**src/rtl/sram_pkg.sv**
```systemverilog
// Shared constants and state encoding for the external SRAM controller and its clients.
package sram_pkg;

    localparam int unsigned SramAw = 21;
    localparam int unsigned SramDw = 8;

    typedef enum logic [2:0] {
        StIdle    = 3'd0,
        StRead    = 3'd1,
        StWrSetup = 3'd2,
        StWrPulse = 3'd3,
        StWrHold  = 3'd4
    } state_e;

endpackage

```
**src/rtl/sram_arb.sv**
```systemverilog
// Two-port arbitrated controller for an asynchronous external SRAM: prioritised video reads,
// CPU reads/writes, with bounded video bursts so a waiting CPU always gets through.
module sram_arb
    import sram_pkg::*;
#(
    parameter int unsigned AW        = SramAw,
    parameter int unsigned DW        = SramDw,
    parameter int unsigned RD_CYCLES = 2,
    parameter int unsigned WR_CYCLES = 2,
    parameter int unsigned VBURST    = 4
) (
    input  logic          clk,
    input  logic          resetq,

    input  logic          v_req,
    input  logic [AW-1:0] v_addr,
    output logic          v_ack,
    output logic [DW-1:0] v_data,

    input  logic          c_req,
    input  logic          c_we,
    input  logic [AW-1:0] c_addr,
    input  logic [DW-1:0] c_wdata,
    output logic          c_ack,
    output logic [DW-1:0] c_rdata,

    output logic          busy,

    output logic [AW-1:0] sram_addr,
    output logic [DW-1:0] sram_dq_o,
    output logic          sram_dq_oe,
    input  logic [DW-1:0] sram_dq_i,
    output logic          sram_ce_n,
    output logic          sram_oe_n,
    output logic          sram_we_n
);

    localparam int unsigned CntMax = (RD_CYCLES > WR_CYCLES) ? RD_CYCLES : WR_CYCLES;
    localparam int unsigned CntW   = (CntMax > 1) ? $clog2(CntMax) : 1;
    localparam int unsigned VcW    = $clog2(VBURST + 1);

    state_e          state_q, state_d;
    logic [CntW-1:0] cnt_q, cnt_d;
    logic [VcW-1:0]  vcount_q, vcount_d;
    logic            own_cpu_q, own_cpu_d;
    logic [AW-1:0]   addr_q, addr_d;
    logic [DW-1:0]   wdata_q, wdata_d;
    logic [DW-1:0]   v_data_q, v_data_d;
    logic [DW-1:0]   c_rdata_q, c_rdata_d;
    logic            v_ack_q, v_ack_d;
    logic            c_ack_q, c_ack_d;

    logic v_win, c_win, grant_v, grant_c;

    // Priority is decided on raw requests; the winner is then blocked if it was just acked,
    // which leaves a mask cycle instead of handing the slot to the loser.
    always_comb begin
        v_win   = v_req && !(c_req && (vcount_q == VcW'(VBURST)));
        c_win   = c_req && !v_win;
        grant_v = (state_q == StIdle) && v_win && !v_ack_q;
        grant_c = (state_q == StIdle) && c_win && !c_ack_q;
    end

    always_comb begin
        state_d   = state_q;
        cnt_d     = cnt_q;
        vcount_d  = vcount_q;
        own_cpu_d = own_cpu_q;
        addr_d    = addr_q;
        wdata_d   = wdata_q;
        v_data_d  = v_data_q;
        c_rdata_d = c_rdata_q;
        v_ack_d   = 1'b0;
        c_ack_d   = 1'b0;

        unique case (state_q)
            StIdle: begin
                if (grant_v) begin
                    addr_d    = v_addr;
                    own_cpu_d = 1'b0;
                    cnt_d     = CntW'(RD_CYCLES - 1);
                    state_d   = StRead;
                    if (c_req && (vcount_q != VcW'(VBURST))) begin
                        vcount_d = vcount_q + 1'b1;
                    end
                end else if (grant_c) begin
                    addr_d    = c_addr;
                    wdata_d   = c_wdata;
                    own_cpu_d = 1'b1;
                    vcount_d  = '0;
                    cnt_d     = CntW'(RD_CYCLES - 1);
                    state_d   = c_we ? StWrSetup : StRead;
                end
            end
            StRead: begin
                if (cnt_q == '0) begin
                    state_d = StIdle;
                    if (own_cpu_q) begin
                        c_rdata_d = sram_dq_i;
                        c_ack_d   = 1'b1;
                    end else begin
                        v_data_d = sram_dq_i;
                        v_ack_d  = 1'b1;
                    end
                end else begin
                    cnt_d = cnt_q - 1'b1;
                end
            end
            StWrSetup: begin
                cnt_d   = CntW'(WR_CYCLES - 1);
                state_d = StWrPulse;
            end
            StWrPulse: begin
                if (cnt_q == '0) begin
                    state_d = StWrHold;
                end else begin
                    cnt_d = cnt_q - 1'b1;
                end
            end
            StWrHold: begin
                c_ack_d = 1'b1;
                state_d = StIdle;
            end
            default: state_d = StIdle;
        endcase

        if (!c_req) begin
            vcount_d = '0;
        end
    end

    always_ff @(posedge clk) begin
        if (!resetq) begin
            state_q   <= StIdle;
            cnt_q     <= '0;
            vcount_q  <= '0;
            own_cpu_q <= 1'b0;
            addr_q    <= '0;
            wdata_q   <= '0;
            v_data_q  <= '0;
            c_rdata_q <= '0;
            v_ack_q   <= 1'b0;
            c_ack_q   <= 1'b0;
        end else begin
            state_q   <= state_d;
            cnt_q     <= cnt_d;
            vcount_q  <= vcount_d;
            own_cpu_q <= own_cpu_d;
            addr_q    <= addr_d;
            wdata_q   <= wdata_d;
            v_data_q  <= v_data_d;
            c_rdata_q <= c_rdata_d;
            v_ack_q   <= v_ack_d;
            c_ack_q   <= c_ack_d;
        end
    end

    // Strobes decode straight from the state register, so dq_oe and oe_n can never overlap.
    always_comb begin
        sram_ce_n  = (state_q == StIdle);
        sram_oe_n  = (state_q != StRead);
        sram_we_n  = (state_q != StWrPulse);
        sram_dq_oe = (state_q == StWrSetup) || (state_q == StWrPulse) || (state_q == StWrHold);
        busy       = (state_q != StIdle);
    end

    assign sram_addr = addr_q;
    assign sram_dq_o = wdata_q;
    assign v_ack     = v_ack_q;
    assign v_data    = v_data_q;
    assign c_ack     = c_ack_q;
    assign c_rdata   = c_rdata_q;

endmodule

```
**config.mk**
```make
export PLATFORM = sky130hd
export DESIGN_NAME = sram_arb
export DESIGN_NICKNAME = d
export VERILOG_FILES = /design/src/rtl/sram_pkg.sv /design/src/rtl/sram_arb.sv
export SDC_FILE = /design/constraint.sdc
export NUM_CORES = 1
export LEC_CHECK = 0
export CORE_UTILIZATION = 35
export CTS_CLUSTER_DIAMETER = 40
export DETAILED_ROUTE_END_ITERATION = 8
export HOLD_SLACK_MARGIN = 0.12
export PLACE_DENSITY = 0.82
export SYNTH_ARGS = -nofsm -noshare
export SYNTH_HDL_FRONTEND = slang
export SYNTH_SLANG_ARGS = --single-unit
```
**constraint.sdc**
```tcl
create_clock -name clk -period 2.9 [get_ports clk]
set_clock_uncertainty 0.1 [all_clocks]
set_input_delay 0.58 -clock clk [delete_from_list [all_inputs] [get_ports clk]]
set_output_delay 0.58 -clock clk [all_outputs]
set_load 0.05 [all_outputs]
```
==> results of run 1 <==
## power by group
part	switching, uW	internal [uW]
Clock	243	170
Combinational	424	283
Sequential	41.2	820
## sequential cells by signal, summed over array words and instances, names as in the netlist
signal / cells
sram_dq_o: 8
own_cpu_q: 1
c_ack: 1
cnt_q: 1
sram_addr: 21
state_q: 3
v_data: 8
v_ack: 1
c_rdata: 8
vcount_q: 3
## routing by layer
layer	part of all wire [%]	up-vias	routed length (um)
met4	1.1	0	73
li1	-	1164	-
met2	48	76	3232
met1	44	1108	2917
met5	0	-	0
met3	7.1	6	478
## synthesized netlist by cell type (all sizes together)
master	instances	area share (%)
dfxtp	55	46
nor2	30	4.7
nand2	26	4.1
mux2i	25	10
nand3	25	5.4
a21oi	23	4.8
a311oi	21	7.6
buf	16	4.8
clkbuf	8	1.3
inv	6	0.93
nor3	3	0.83
a31oi	2	0.52
a41o	2	0.83
and2	2	0.52
ha	2	1.0
nand2b	2	0.52
nand4b	2	0.73
o21ai	2	0.42
o2bb2ai	2	0.99
a21boi	1	0.78
clkinv	1	0.21
mux2	1	0.47
nand4	1	0.26
nor2b	1	0.26
nor3b	1	0.31
nor4	1	0.26
o211ai	1	0.31
o21bai	1	0.31
o22ai	1	0.26
or3	1	0.47
## through the flow
stage,cell area (um2),std cells,setup WS (ps)
after floorplan,2409,265,1033
final,3685,451,335.0
after detailed placement,3600,443,529.1
after global placement,3600,443,612.4
after CTS,3685,451,331.0
after global routing,3685,451,259.3
## kinds of logic after synthesis
| group | after synthesis | synth area share, % |
|---|---|---|
| AND/OR/NAND/NOR | 95 | 18.29 |
| flip-flops | 55 | 45.71 |
| buffers and inverters | 31 | 7.272 |
| AO/OA/AOI/OAI | 56 | 16.83 |
| multiplexers | 26 | 10.86 |
| adder cells (fa/ha/maj) | 2 | 1.039 |
## placed cells by master, fill, tap and decap left out, drive strengths merged, types with 3 or more instances in the layout
| cell type | instances |
|---|---|
| dfxtp | 55 |
| nor3 | 3 |
| a311oi | 21 |
| mux2i | 25 |
| nand2 | 26 |
| a21oi | 23 |
| buf | 12 |
| clkbuf | 6 |
| nand3 | 25 |
| clkdlybuf4s50 | 113 |
| nor2 | 30 |
| inv | 6 |
## layout make-up
class	count	area (um2)	share of cell area [%]
flip-flops and latches	55	1101	29.88
inverters	7	27.53	0.7470
clock inverters	2	12.51	0.3396
well taps	77	96.34	2.615
repair buffers	125	1234	33.48
multi-input cells	179	1141	30.97
clock buffers	6	72.57	1.969
## tightest hold or removal path, cell delays in order, from the launching register on
cell and delay (ps):
dfxtp_1 340, mux2i_1 60, nor2_1 70
## how the worst max path moves through the flow
stage,endpoint,depth (start not counted)
global route,sram_dq_oe,3
global placement,sram_addr[7],6
CTS,sram_dq_oe,3
finish,sram_dq_oe,3
floorplan,sram_ce_n,4
detailed placement,sram_addr[2],6
==> flow_metrics.tcl, run 1 <==
set metrics [dict create \
    crit_family "buffers and inverters" \
    htreeDepth 2 \
    hold_path_depth 2 \
    holdPathEnd "sram_dq_o[0]" \
    hold_viol 0 \
    io_buffers 114 \
    die_h_um 84.96 \
    grt_pass1_vias 2314 \
    endpoint_kind "output pin" \
    grt-ovfl-total 0 \
    grt_use_met2_pct 31.45 \
    core-area_um2 6495 \
    leakagePower_uw 0.001434 \
    pin_count 115 \
    grt_use_met3_pct 5.934 \
    dp_hpwl_um 4883 \
    cp-start-kind "register" \
    r2r_cells 5 \
    hold_class "reg2reg" \
    clk_pin_slew_ps 100 \
    grt_use_met1_pct 22.88 \
    grt_pass1_wl_um 10850 \
    busiest_layer "met2" \
    cts_sinks 55 \
    root_buffer "clkbuf_8" \
    crit_fanout 9 \
    slew_violations 0 \
    power.total_uw 1980 \
    min-delay-start "sram_dq_o[0]" \
    crit_slowest_cell "clkdlybuf4s50_1" \
    drt_iter0_drc 116 \
    critPathBufInv 1 \
    cts_tree "built" \
    route.detailed.drc 7 \
    violations "design-rule violations" \
    viasPerCell 5.220 \
    setup_violations 0 \
    yosys_warnings 0 \
    dr.pass1.iters 7 \
    crit_chain "nor2_1 > mux2_2 > clkdlybuf4s50_1" \
    r2r_start "state_q[1]" \
    slew_headroom_pct 58.54 \
    grt_use_total_pct 18.53 \
    die-area_um2 7217 \
    tightest_slew_ps 620.0 \
    cts_buffer_depth 2 \
    grt_max_degree 38 \
    fmax_mhz 389.9 \
    vdd_ir_drop_max_uv 236.6 \
    wl_per_cell_um 14.86 \
    startpoint "state_q[1]" \
    cp.arrival_ps 1880 \
    synth_cell_types 36 \
    final.min_clock_period_ps 2565 \
    synth_nets 330 \
    fill_cells 574 \
    post-cts-setup-buffers 0 \
    r2r_setup_slack_ps 990 \
    avgSynthCellArea_um2 9.089 \
    drt-total-wl_um 6702 \
    cap_violations 0 \
    status "finished with violations" \
    cellPowerDensity_nw_per_um2 537.4 \
    fin_tns_setup_ps 0 \
    ys_ff_latch 55 \
    rows 29 \
    cts.hold.buffers_added 0 \
    cts_resized 0 \
    fin_crit_sh_pct 88.45 \
    die_w_um 84.96 \
    ant_nets 0 \
    synth_cells 265 \
    syn2layout_area_growth_pct 52.99 \
    r2r-end "sram_addr[7]" \
    drive_gt1_share_pct 7.487 \
    crit_type "reg2out" \
    globalplace.congestion 0.8012 \
    syn_area_um2 2409 \
    cts_made_buffers 5 \
    diodes 0 \
    crit_path_max_incr_delay_ps 700 \
    whs_ps 401.2 \
    start_util_pct 37.08 \
    postLayoutCoreUtil_pct 56.73 \
    rsz0062_at_grt "no" \
    clkLatencyLatePin_ps 300 \
    synth-seq-area-share_pct 45.71 \
    nNetsFinal 438 \
    dr_total_vias 2354 \
    antenna_found_initial 0 \
    crit_required_ps 2220 \
]
No activity file was read; power rests on OpenSTA's default activity.
==> run 2, diff against run 1 <==
--- a/config.mk
+++ b/config.mk
@@ -5,11 +5,13 @@
 export SDC_FILE = /design/constraint.sdc
 export NUM_CORES = 1
 export LEC_CHECK = 0
+export ABC_AREA = 0
 export CORE_UTILIZATION = 35
 export CTS_CLUSTER_DIAMETER = 40
 export DETAILED_ROUTE_END_ITERATION = 8
 export HOLD_SLACK_MARGIN = 0.12
 export PLACE_DENSITY = 0.82
+export SKIP_CTS_REPAIR_TIMING = 1
 export SYNTH_ARGS = -nofsm -noshare
 export SYNTH_HDL_FRONTEND = slang
 export SYNTH_SLANG_ARGS = --single-unit
==> results of run 2 <==
No change in the layout: final DEF, timing and power equal those of run 1.
==> run 3, diff against run 2 <==
--- a/config.mk
+++ b/config.mk
@@ -5,7 +5,6 @@
 export SDC_FILE = /design/constraint.sdc
 export NUM_CORES = 1
 export LEC_CHECK = 0
-export ABC_AREA = 0
 export CORE_UTILIZATION = 35
 export CTS_CLUSTER_DIAMETER = 40
 export DETAILED_ROUTE_END_ITERATION = 8
==> constraint.sdc (replaced) <==
create_clock -name clk -period 3.1 [get_ports clk]
set_clock_uncertainty 0.1 [all_clocks]
set_input_delay 0.62 -clock clk [delete_from_list [all_inputs] [get_ports clk]]
set_output_delay 0.62 -clock clk [all_outputs]
set_load 0.05 [all_outputs]
==> flow_metrics.tcl, run 3 (synthesized netlist as in run 1, its figures left out) <==
set metrics [dict create \
    core-area_um2 6495 \
    crit_slowest_cell "clkdlybuf4s50_1" \
    grt-ovfl-total 0 \
    final_cell_mix "114 x clkdlybuf4s50_1, 55 x dfxtp_1, 30 x nor2_1" \
    dpl_cell_area_um2 3575 \
    crit_type "reg2out" \
    grt_use_total_pct 18.75 \
    dr.pass1.iters 6 \
    crit_family "buffers and inverters" \
    crit_chain "or3_4 > clkinv_2 > clkdlybuf4s50_1" \
    antenna_found_initial 0 \
    wl_per_cell_um 15.39 \
    final_common_cell "clkdlybuf4s50_1" \
    nNetsFinal 436 \
    ant_nets 0 \
    cap_violations 0 \
    drt_iter0_drc 151 \
    grt_max_degree 28 \
    tightest_slew_ps 784.0 \
    critPathBufInv 2 \
    fin_tns_setup_ps 0 \
    route.detailed.drc 7 \
    clkLatencyLatePin_ps 300 \
    crit_path_max_incr_delay_ps 820 \
    globalplace.congestion 0.7626 \
    hold_class "reg2reg" \
    stdcell_area_um2 3674 \
    rsz0062_at_grt "no" \
    cellPowerDensity_nw_per_um2 514.3 \
    dr_total_vias 2380 \
    die-area_um2 7217 \
    die_w_um 84.96 \
    status "finished with violations" \
    slew_violations 0 \
    vdd_ir_drop_max_uv 285.0 \
    cp.arrival_ps 2030 \
    start_util_pct 37.08 \
    r2r_setup_slack_ps 770 \
    cts_sinks 55 \
    fill_cells 584 \
    slew_headroom_pct 47.73 \
    drive_gt1_share_pct 6.989 \
    viasPerCell 5.301 \
    drt-total-wl_um 6908 \
    pin_count 115 \
    crit_required_ps 2380 \
    fmax_mhz 363.6 \
    root_buffer "clkbuf_8" \
    diodes 0 \
    leakagePower_uw 0.001425 \
    whs_ps 401.1 \
    syn2layout_area_growth_pct 52.52 \
    setup_violations 0 \
    largest_reg_flops 21 \
    cts_buffer_depth 2 \
    rows 29 \
    grt_pass1_vias 2252 \
    cts_tree "built" \
    cp-start-kind "register" \
    clk_pin_slew_ps 100 \
    final.min_clock_period_ps 2750 \
    dp_hpwl_um 5003 \
    die_h_um 84.96 \
    cts_made_buffers 5 \
    grt_pass1_wl_um 10870 \
    fin_crit_sh_pct 88.72 \
    htreeDepth 2 \
    io_buffers 114 \
    endpoint_kind "output pin" \
    crit_fanout 9 \
    hold_viol 0 \
    violations "design-rule violations" \
]
run 3: path summary, 6_finish.rpt:
kind	from	end	depth (start not counted)
min reg2reg	sram_dq_o[5]	sram_dq_o[5]	2
max	state_q[1]	sram_ce_n	3
min	sram_dq_o[5]	sram_dq_o[5]	2
max reg2reg	state_q[1]	sram_addr[5]	5
run 3: area by class of cell:
class	count	area [um2]	share of cell area, %
tap	77	96.34	2.623
timing repair buffer	123	1209	32.90
sequential	55	1101	29.97
inverter	7	27.53	0.7493
clock inverter	2	16.27	0.4428
multi-input combinational	179	1141	31.06
clock buffer	6	82.58	2.248
run 3: tightest hold or removal path, stage by stage (launching register included):
cell,delay [ps]
dfxtp_1,340
mux2i_1,60
nor2_1,70
run 3: power by group:
part / internal (uW) / switching (uW)
registers: 768 / 39.5
clock network: 183 / 239
logic: 260 / 400
run 3: stage by stage:
step	utilization, %	power, uW	std cells	setup slack (ps)
after global routing	56.56	1970	449	315.0
final	56.56	1889	449	349.8
after CTS	56.56	1905	449	352.6
after floorplan	-	1238	265	1193
after global placement	55.04	1470	441	485.5
after detailed placement	55.04	1483	441	397.8
run 3: routing by layer:
| layer | global-route usage [%] | part of all wire, % | up-vias |
|---|---|---|---|
| li1 | - | - | 1156 |
| met1 | 23.65 | 43 | 1114 |
| met2 | 31.52 | 48 | 102 |
| met3 | 5.253 | 7.8 | 8 |
| met4 | 4.931 | 1.2 | 0 |
| met5 | 0 | 0 | - |
